**src/rtl/spring_controller_if.sv**
```systemverilog
// rtl/spring_controller_if.sv - spring controller frame/key/collision bus with master (driver) and slave (controller) views
interface spring_controller_if;
    logic               startOfFrame;
    logic               keyIsPressed;
    logic               pause;
    logic               reset_level;
    logic               collisionSmileySpring;
    logic signed [31:0] springSpeedY;
    logic [7:0]         springCompression;
    logic               collisionSmileySpringPulse;

    modport master (
        output startOfFrame, keyIsPressed, pause, reset_level, collisionSmileySpring,
        input  springSpeedY, springCompression, collisionSmileySpringPulse
    );

    modport slave (
        input  startOfFrame, keyIsPressed, pause, reset_level, collisionSmileySpring,
        output springSpeedY, springCompression, collisionSmileySpringPulse
    );
endinterface

```
**src/rtl/spring_controller.sv**
```systemverilog
// rtl/spring_controller.sv - launch spring FSM (charge/release/cooldown) plus collision edge pulse
// Optional auto-fire after holding full charge: define SPRING_AUTO_FIRE_EN.
module spring_controller #(
    parameter int MAX_COMPRESSION  = 40,
    parameter int CHARGE_STEP      = 1,
    parameter int RELEASE_STEP     = 8,
    parameter int SPEED_PER_PIXEL  = 16,
    parameter int COOLDOWN_FRAMES  = 30,
    parameter int AUTO_FIRE_FRAMES = 60
) (
    input logic               clk,
    input logic               resetN,
    spring_controller_if.slave bus
);

    localparam logic [7:0] MAX_C     = 8'(MAX_COMPRESSION);
    localparam logic [7:0] CHARGE_C  = 8'(CHARGE_STEP);
    localparam logic [7:0] RELEASE_C = 8'(RELEASE_STEP);
    localparam int         CD_W      = $clog2(COOLDOWN_FRAMES + 2);

    typedef enum logic [1:0] {IDLE, CHARGING, RELEASING, COOLDOWN} springState_t;

    springState_t       state;
    logic [7:0]         compression;
    logic signed [31:0] speedY;
    logic               pulse;
    logic               collD;
    logic [CD_W-1:0]    cooldownCnt;

    logic               frameTick;
    logic [8:0]         chargeSum;
    logic [7:0]         chargeNext;
    logic [7:0]         releaseNext;
    logic signed [31:0] launchSpeed;
    logic               autoFireNow;

    assign frameTick   = bus.startOfFrame & ~bus.pause;
    assign chargeSum   = {1'b0, compression} + {1'b0, CHARGE_C};
    assign chargeNext  = (chargeSum > {1'b0, MAX_C}) ? MAX_C : chargeSum[7:0];
    assign releaseNext = (compression > RELEASE_C) ? (compression - RELEASE_C) : 8'd0;
    assign launchSpeed = -(int'(compression) * SPEED_PER_PIXEL);

`ifdef SPRING_AUTO_FIRE_EN
    localparam int AF_W = $clog2(AUTO_FIRE_FRAMES + 2);
    logic [AF_W-1:0] autoCnt;
    logic            atMax;
    assign atMax       = (compression == MAX_C);
    assign autoFireNow = atMax && (autoCnt == AF_W'(AUTO_FIRE_FRAMES - 1));
`else
    assign autoFireNow = 1'b0;
`endif

    // Free-running so that leaving reset never sees a stale level and fakes an edge.
    always_ff @(posedge clk) begin
        collD <= bus.collisionSmileySpring;
    end

    always_ff @(posedge clk or negedge resetN) begin
        if (!resetN) begin
            state       <= IDLE;
            compression <= 8'd0;
            speedY      <= 32'sd0;
            pulse       <= 1'b0;
            cooldownCnt <= '0;
`ifdef SPRING_AUTO_FIRE_EN
            autoCnt     <= '0;
`endif
        end else if (bus.reset_level) begin
            state       <= IDLE;
            compression <= 8'd0;
            speedY      <= 32'sd0;
            pulse       <= 1'b0;
            cooldownCnt <= '0;
`ifdef SPRING_AUTO_FIRE_EN
            autoCnt     <= '0;
`endif
        end else begin
            pulse <= bus.collisionSmileySpring & ~collD;
            if (frameTick) begin
                case (state)
                    IDLE: begin
                        if (bus.keyIsPressed) begin
                            state       <= CHARGING;
                            compression <= chargeNext;
                        end
                    end
                    CHARGING: begin
                        if (!bus.keyIsPressed || autoFireNow) begin
                            state  <= RELEASING;
                            speedY <= launchSpeed;
`ifdef SPRING_AUTO_FIRE_EN
                            autoCnt <= '0;
`endif
                        end else begin
                            compression <= chargeNext;
`ifdef SPRING_AUTO_FIRE_EN
                            if (atMax) autoCnt <= autoCnt + 1'b1;
`endif
                        end
                    end
                    RELEASING: begin
                        compression <= releaseNext;
                        if (releaseNext == 8'd0) begin
                            state       <= COOLDOWN;
                            speedY      <= 32'sd0;
                            cooldownCnt <= CD_W'(COOLDOWN_FRAMES);
                        end
                    end
                    COOLDOWN: begin
                        if (cooldownCnt <= CD_W'(1)) begin
                            state       <= IDLE;
                            cooldownCnt <= '0;
                        end else begin
                            cooldownCnt <= cooldownCnt - 1'b1;
                        end
                    end
                    default: state <= IDLE;
                endcase
            end
        end
    end

    assign bus.springSpeedY               = speedY;
    assign bus.springCompression          = compression;
    assign bus.collisionSmileySpringPulse = pulse;

endmodule

```
**src/flat_wrapper.sv**
```systemverilog
// flat-port wrapper written by rule: the top's interface ports become plain ports
module spring_controller_flat 
#(
    parameter int MAX_COMPRESSION  = 40,
    parameter int CHARGE_STEP      = 1,
    parameter int RELEASE_STEP     = 8,
    parameter int SPEED_PER_PIXEL  = 16,
    parameter int COOLDOWN_FRAMES  = 30,
    parameter int AUTO_FIRE_FRAMES = 60
)
  (clk, resetN, bus_startOfFrame, bus_keyIsPressed, bus_pause, bus_reset_level, bus_collisionSmileySpring, bus_springSpeedY, bus_springCompression, bus_collisionSmileySpringPulse);
  spring_controller_if bus_i ();
  input logic clk;
  input logic resetN;
  input wire logic [$bits(bus_i.startOfFrame)-1:0] bus_startOfFrame;
  input wire logic [$bits(bus_i.keyIsPressed)-1:0] bus_keyIsPressed;
  input wire logic [$bits(bus_i.pause)-1:0] bus_pause;
  input wire logic [$bits(bus_i.reset_level)-1:0] bus_reset_level;
  input wire logic [$bits(bus_i.collisionSmileySpring)-1:0] bus_collisionSmileySpring;
  output wire logic [$bits(bus_i.springSpeedY)-1:0] bus_springSpeedY;
  output wire logic [$bits(bus_i.springCompression)-1:0] bus_springCompression;
  output wire logic [$bits(bus_i.collisionSmileySpringPulse)-1:0] bus_collisionSmileySpringPulse;
  assign bus_i.startOfFrame = bus_startOfFrame;
  assign bus_i.keyIsPressed = bus_keyIsPressed;
  assign bus_i.pause = bus_pause;
  assign bus_i.reset_level = bus_reset_level;
  assign bus_i.collisionSmileySpring = bus_collisionSmileySpring;
  assign bus_springSpeedY = bus_i.springSpeedY;
  assign bus_springCompression = bus_i.springCompression;
  assign bus_collisionSmileySpringPulse = bus_i.collisionSmileySpringPulse;
  spring_controller #(.MAX_COMPRESSION(MAX_COMPRESSION), .CHARGE_STEP(CHARGE_STEP), .RELEASE_STEP(RELEASE_STEP), .SPEED_PER_PIXEL(SPEED_PER_PIXEL), .COOLDOWN_FRAMES(COOLDOWN_FRAMES), .AUTO_FIRE_FRAMES(AUTO_FIRE_FRAMES)) u_core (.clk(clk), .resetN(resetN), .bus(bus_i));
endmodule
```
**config.mk**
```make
export PLATFORM = sky130hd
export DESIGN_NAME = spring_controller_flat
export DESIGN_NICKNAME = d
export VERILOG_FILES = /design/src/rtl/spring_controller_if.sv /design/src/rtl/spring_controller.sv /design/src/flat_wrapper.sv
export SDC_FILE = /design/constraint.sdc
export NUM_CORES = 1
export LEC_CHECK = 0
export ABC_CLOCK_PERIOD_IN_PS = 7420
export BUFFER_PORTS_ARGS = -buffer_cell sky130_fd_sc_hd__buf_2
export CAP_MARGIN = 20
export CORE_UTILIZATION = 38
export CTS_BUF_LIST = sky130_fd_sc_hd__clkbuf_8
export DETAILED_ROUTE_END_ITERATION = 7
export GPL_ROUTABILITY_DRIVEN = 0
export PLACE_DENSITY_LB_ADDON = 0.3
export SYNTH_ARGS = -nofsm -noshare
export SYNTH_HDL_FRONTEND = slang
export SYNTH_SLANG_ARGS = --single-unit
export TNS_END_PERCENT = 10
```
**constraint.sdc**
```tcl
create_clock -name clk -period 7.42 [get_ports clk]
set_input_delay 0.742 -clock clk [delete_from_list [all_inputs] [get_ports clk]]
set_output_delay 0.742 -clock clk [all_outputs]
set_load 0.02 [all_outputs]
```
==> summary.txt <==
Run status
  • Outcome: completed

Global routing
  • First-pass GRT wire length: 8060 um
  • Vias in the first global route: 1745
  • Initial antenna violation count: 0
  • Overall global routing resource usage: 0.159
  • Grt ovf: 0
  • Largest net degree at the start of global routing: 32

Timing
  • Final Max Slew Viols: 0
  • Normalized max-slew margin: 0.379
  • Worst-Margin Slew: 0.932 ns
  • Final period util: 0.412
  • RSZ-0062 raised after global routing: false
  • Fmax: 327 MHz
  • Final Hold Viols: 0
  • Clk_skew: 0.00407 ns
  • Setup Viol. Count Final: 0
  • Minimum clock period: 3.05 ns
  • Setup tns final: 0 ns

Clock network
  • Clock root cell: clkbuf_8
  • Post-CTS setup buffer count: 0
  • H-tree level count: 2
  • Worst-Skew Late Latency: 0.28 ns
  • CTS max path bufs: 2
  • Resize count post-CTS: 0
  • Clk sinks: 32
  • CTS buffer count: 5
  • Clock slew at reported path FFs: 0.07 ns
  • CTS tree: yes
  • Cts hold-fix bufs: 0

Final layout
  • # nets final: 303
  • Share of cells above drive strength 1: 0.243
  • Area Overhead vs Synth: 11.1%
  • Commonest non-fill, non-tap cell in the layout: buf_2
  • Multi-input logic area: 1280 um2
  • Finished Layout Cells: 359
  • Most frequent cells in the layout: 43 x buf_2, 31 x dfrtp_1, 25 x inv_1
  • Layout fillers: 585
  • Post-Layout Inst Area: 2600 um2
  • # diodes: 0
  • Sequential Area: 796 um2

Synthesis
  • Yosys reg bits: 32
  • Synth Area in Simple Gates: 0.179
  • Unique cell type count in the Yosys netlist: 61
  • Asr flop ratio synth: 0.969
  • Main combinational cell family by area after synthesis: compound AO/OA/AOI/OAI gates
  • Mux share of post-synthesis cell area: 0.0769
  • Gate Count Post-Synth: 257
  • Post-synthesis adder-cell area fraction: 0.0694
  • EDFF count, synth: 0
  • Synth Cell Area: 2340 um2
  • Post-synthesis xor/xnor area fraction: 0.0187
  • Post-synthesis compound-gate area fraction: 0.198
  • Fraction of the yosys area taken by sequential cells: 0.340
  • Main synth FF type: dfrtp_1
  • Synth warnings: 0
  • Avg Cell Area, Syn: 9.11 um2

Die
  • Site row count: 28
  • Initial Util: 0.396
  • Die width: 80.5 um
  • Die ar.: 6480 um2
  • Boundary Pins: 48
  • Core ar.: 5920 um2
  • Die height: 80.5 um

Power and ir drop
  • Clock Power Share: 0.173
  • Comb pwr share: 0.512
  • Reg power frac: 0.314
  • PwrDens: 368 nW/um2
  • VDD IR-drop max: 174 uV
  • Sw Pwr: 429 uW
  • LEAKAGE: 0.00132 uW
  • Switching Share: 0.449
  • Internal power: 527 uW

Detailed routing
  • DRC Markers: 0
  • DRT iter0 DRCs: 108
  • 1st-pass router iterations: 4
  • Via count: 1897
  • Routed WL: 4770 um
  • Drt via density: 5.28
  • Antenna-violating nets left: 0
  • WL/cell: 13.3 um

Worst setup path
  • Type of origin of the critical path: flip-flop
  • Critical path fanouts, max: 15
  • Worst EP arrival: 3.22 ns
  • CP required: 7.59 ns
  • CP Class: reg2reg
  • Critical path cell sequence: inv_1, ha_1, xnor2_1, and2_1, nand4b_4, a221oi_4, mux2_2
  • CP max stage cell: a221oi_4
  • Largest stage delay, worst path: 0.85 ns
  • Critical path endpoint category: flip-flop

Placed design
  • Post-DP HPWL: 3600 um
  • # placed instances: 351
  • Port bufs: 43
  • Placed cell area: 2490 um2

Run
  • Max Cap Viol: 0

Hold path
  • Worst hold path class: reg2reg
[stage by stage]
stage / hold WS [ns] / worst slack, ns / util / power (uW)
after global routing: 0.395 / 4.16 / 0.440 / 1050
after detailed placement: 0.371 / 4.37 / 0.421 / 797
final: 0.378 / 4.37 / 0.440 / 957
after floorplan: 0.366 / 4.65 / - / 700
after global placement: 0.386 / 4.45 / 0.419 / 790
after CTS: 0.380 / 4.35 / 0.440 / 968
[final timing paths]
| kind | to | slack [ns] | start | cells after the start |
|---|---|---|---|---|
| max | u_core.bus.springSpeedY[6] | 4.37 | u_core.bus.springCompression[3] | 7 |
| min | u_core.bus.collisionSmileySpringPulse | 0.38 | u_core.collD | 1 |
| min reg2reg | u_core.bus.collisionSmileySpringPulse | 0.38 | u_core.collD | 1 |
| max reg2reg | u_core.bus.springSpeedY[6] | 4.37 | u_core.bus.springCompression[3] | 7 |
| min in group asynchronous | u_core.state[0] | 0.50 | resetN | 1 |
| max in group asynchronous | u_core.bus.springSpeedY[5] | 6.47 | resetN | 1 |
[critical path: cells and delay by family (launching register included)]
family / cells / cell delay, ns
xor gates and xnor gates: 1 / 0.13
DFF: 1 / 0.70
muxes: 1 / 0.41
and+or+nand+nor: 2 / 0.39
buffers and inverters: 1 / 0.18
AOI/OAI and AO/OA: 1 / 0.85
adders and majority gates: 1 / 0.28
[per-layer routing]
| metal | GRT usage | wire length, um |
|---|---|---|
| met2 | 0.264 | 2210 |
| met3 | 0.0341 | 257 |
| met4 | 0.0411 | 29 |
| met1 | 0.210 | 2270 |
| met5 | 0 | 0 |
[synth_stat cells, types with 6 or more instances]
| cell type | n | share of area |
|---|---|---|
| dfrtp_1 | 31 | 0.33 |
| inv_1 | 25 | 0.040 |
| buf_4 | 17 | 0.054 |
| nor2_1 | 16 | 0.026 |
| ha_1 | 13 | 0.069 |
| nand2_1 | 13 | 0.021 |
| o21ai_0 | 11 | 0.024 |
| a21oi_1 | 10 | 0.021 |
| nor3_1 | 10 | 0.021 |
| mux2i_1 | 9 | 0.038 |
| clkbuf_1 | 7 | 0.011 |
| mux2_2 | 6 | 0.029 |
[state kept, by name (all words and copies together) (netlist names)]
register                               count
u_core.bus.springSpeedY                   15
u_core.collD                               1
u_core.state                               2
u_core.bus.collisionSmileySpringPulse      1
u_core.cooldownCnt                         5
u_core.bus.springCompression               8
[kinds of logic after synthesis]
family                     count (synthesis)
AOI/OAI and AO/OA                         62
xor gates and xnor gates                   5
adders and majority gates                 13
buffers and inverters                     53
DFF                                       32
muxes                                     17
other                                      1
and+or+nand+nor                           74
[power groups by stage]
stage | clock network (uW) | registers (uW) | logic [uW]
after floorplan | 0 | 335 | 365
after global placement | 0 | 302 | 488
after detailed placement | 0 | 304 | 493
after CTS | 172 | 301 | 495
after global routing | 179 | 314 | 554
final | 166 | 300 | 490
[final cells by class]
class / count / area share
Multi-Input combinational cell: 175 / 0.494
Sequential cell: 32 / 0.306
Tap cell: 75 / 0.0361
Clock inverter: 3 / 0.0163
Inverter: 25 / 0.0361
Clock buffer: 5 / 0.0264
Timing Repair Buffer: 44 / 0.0856
No activity file was read; power rests on OpenSTA's default activity.
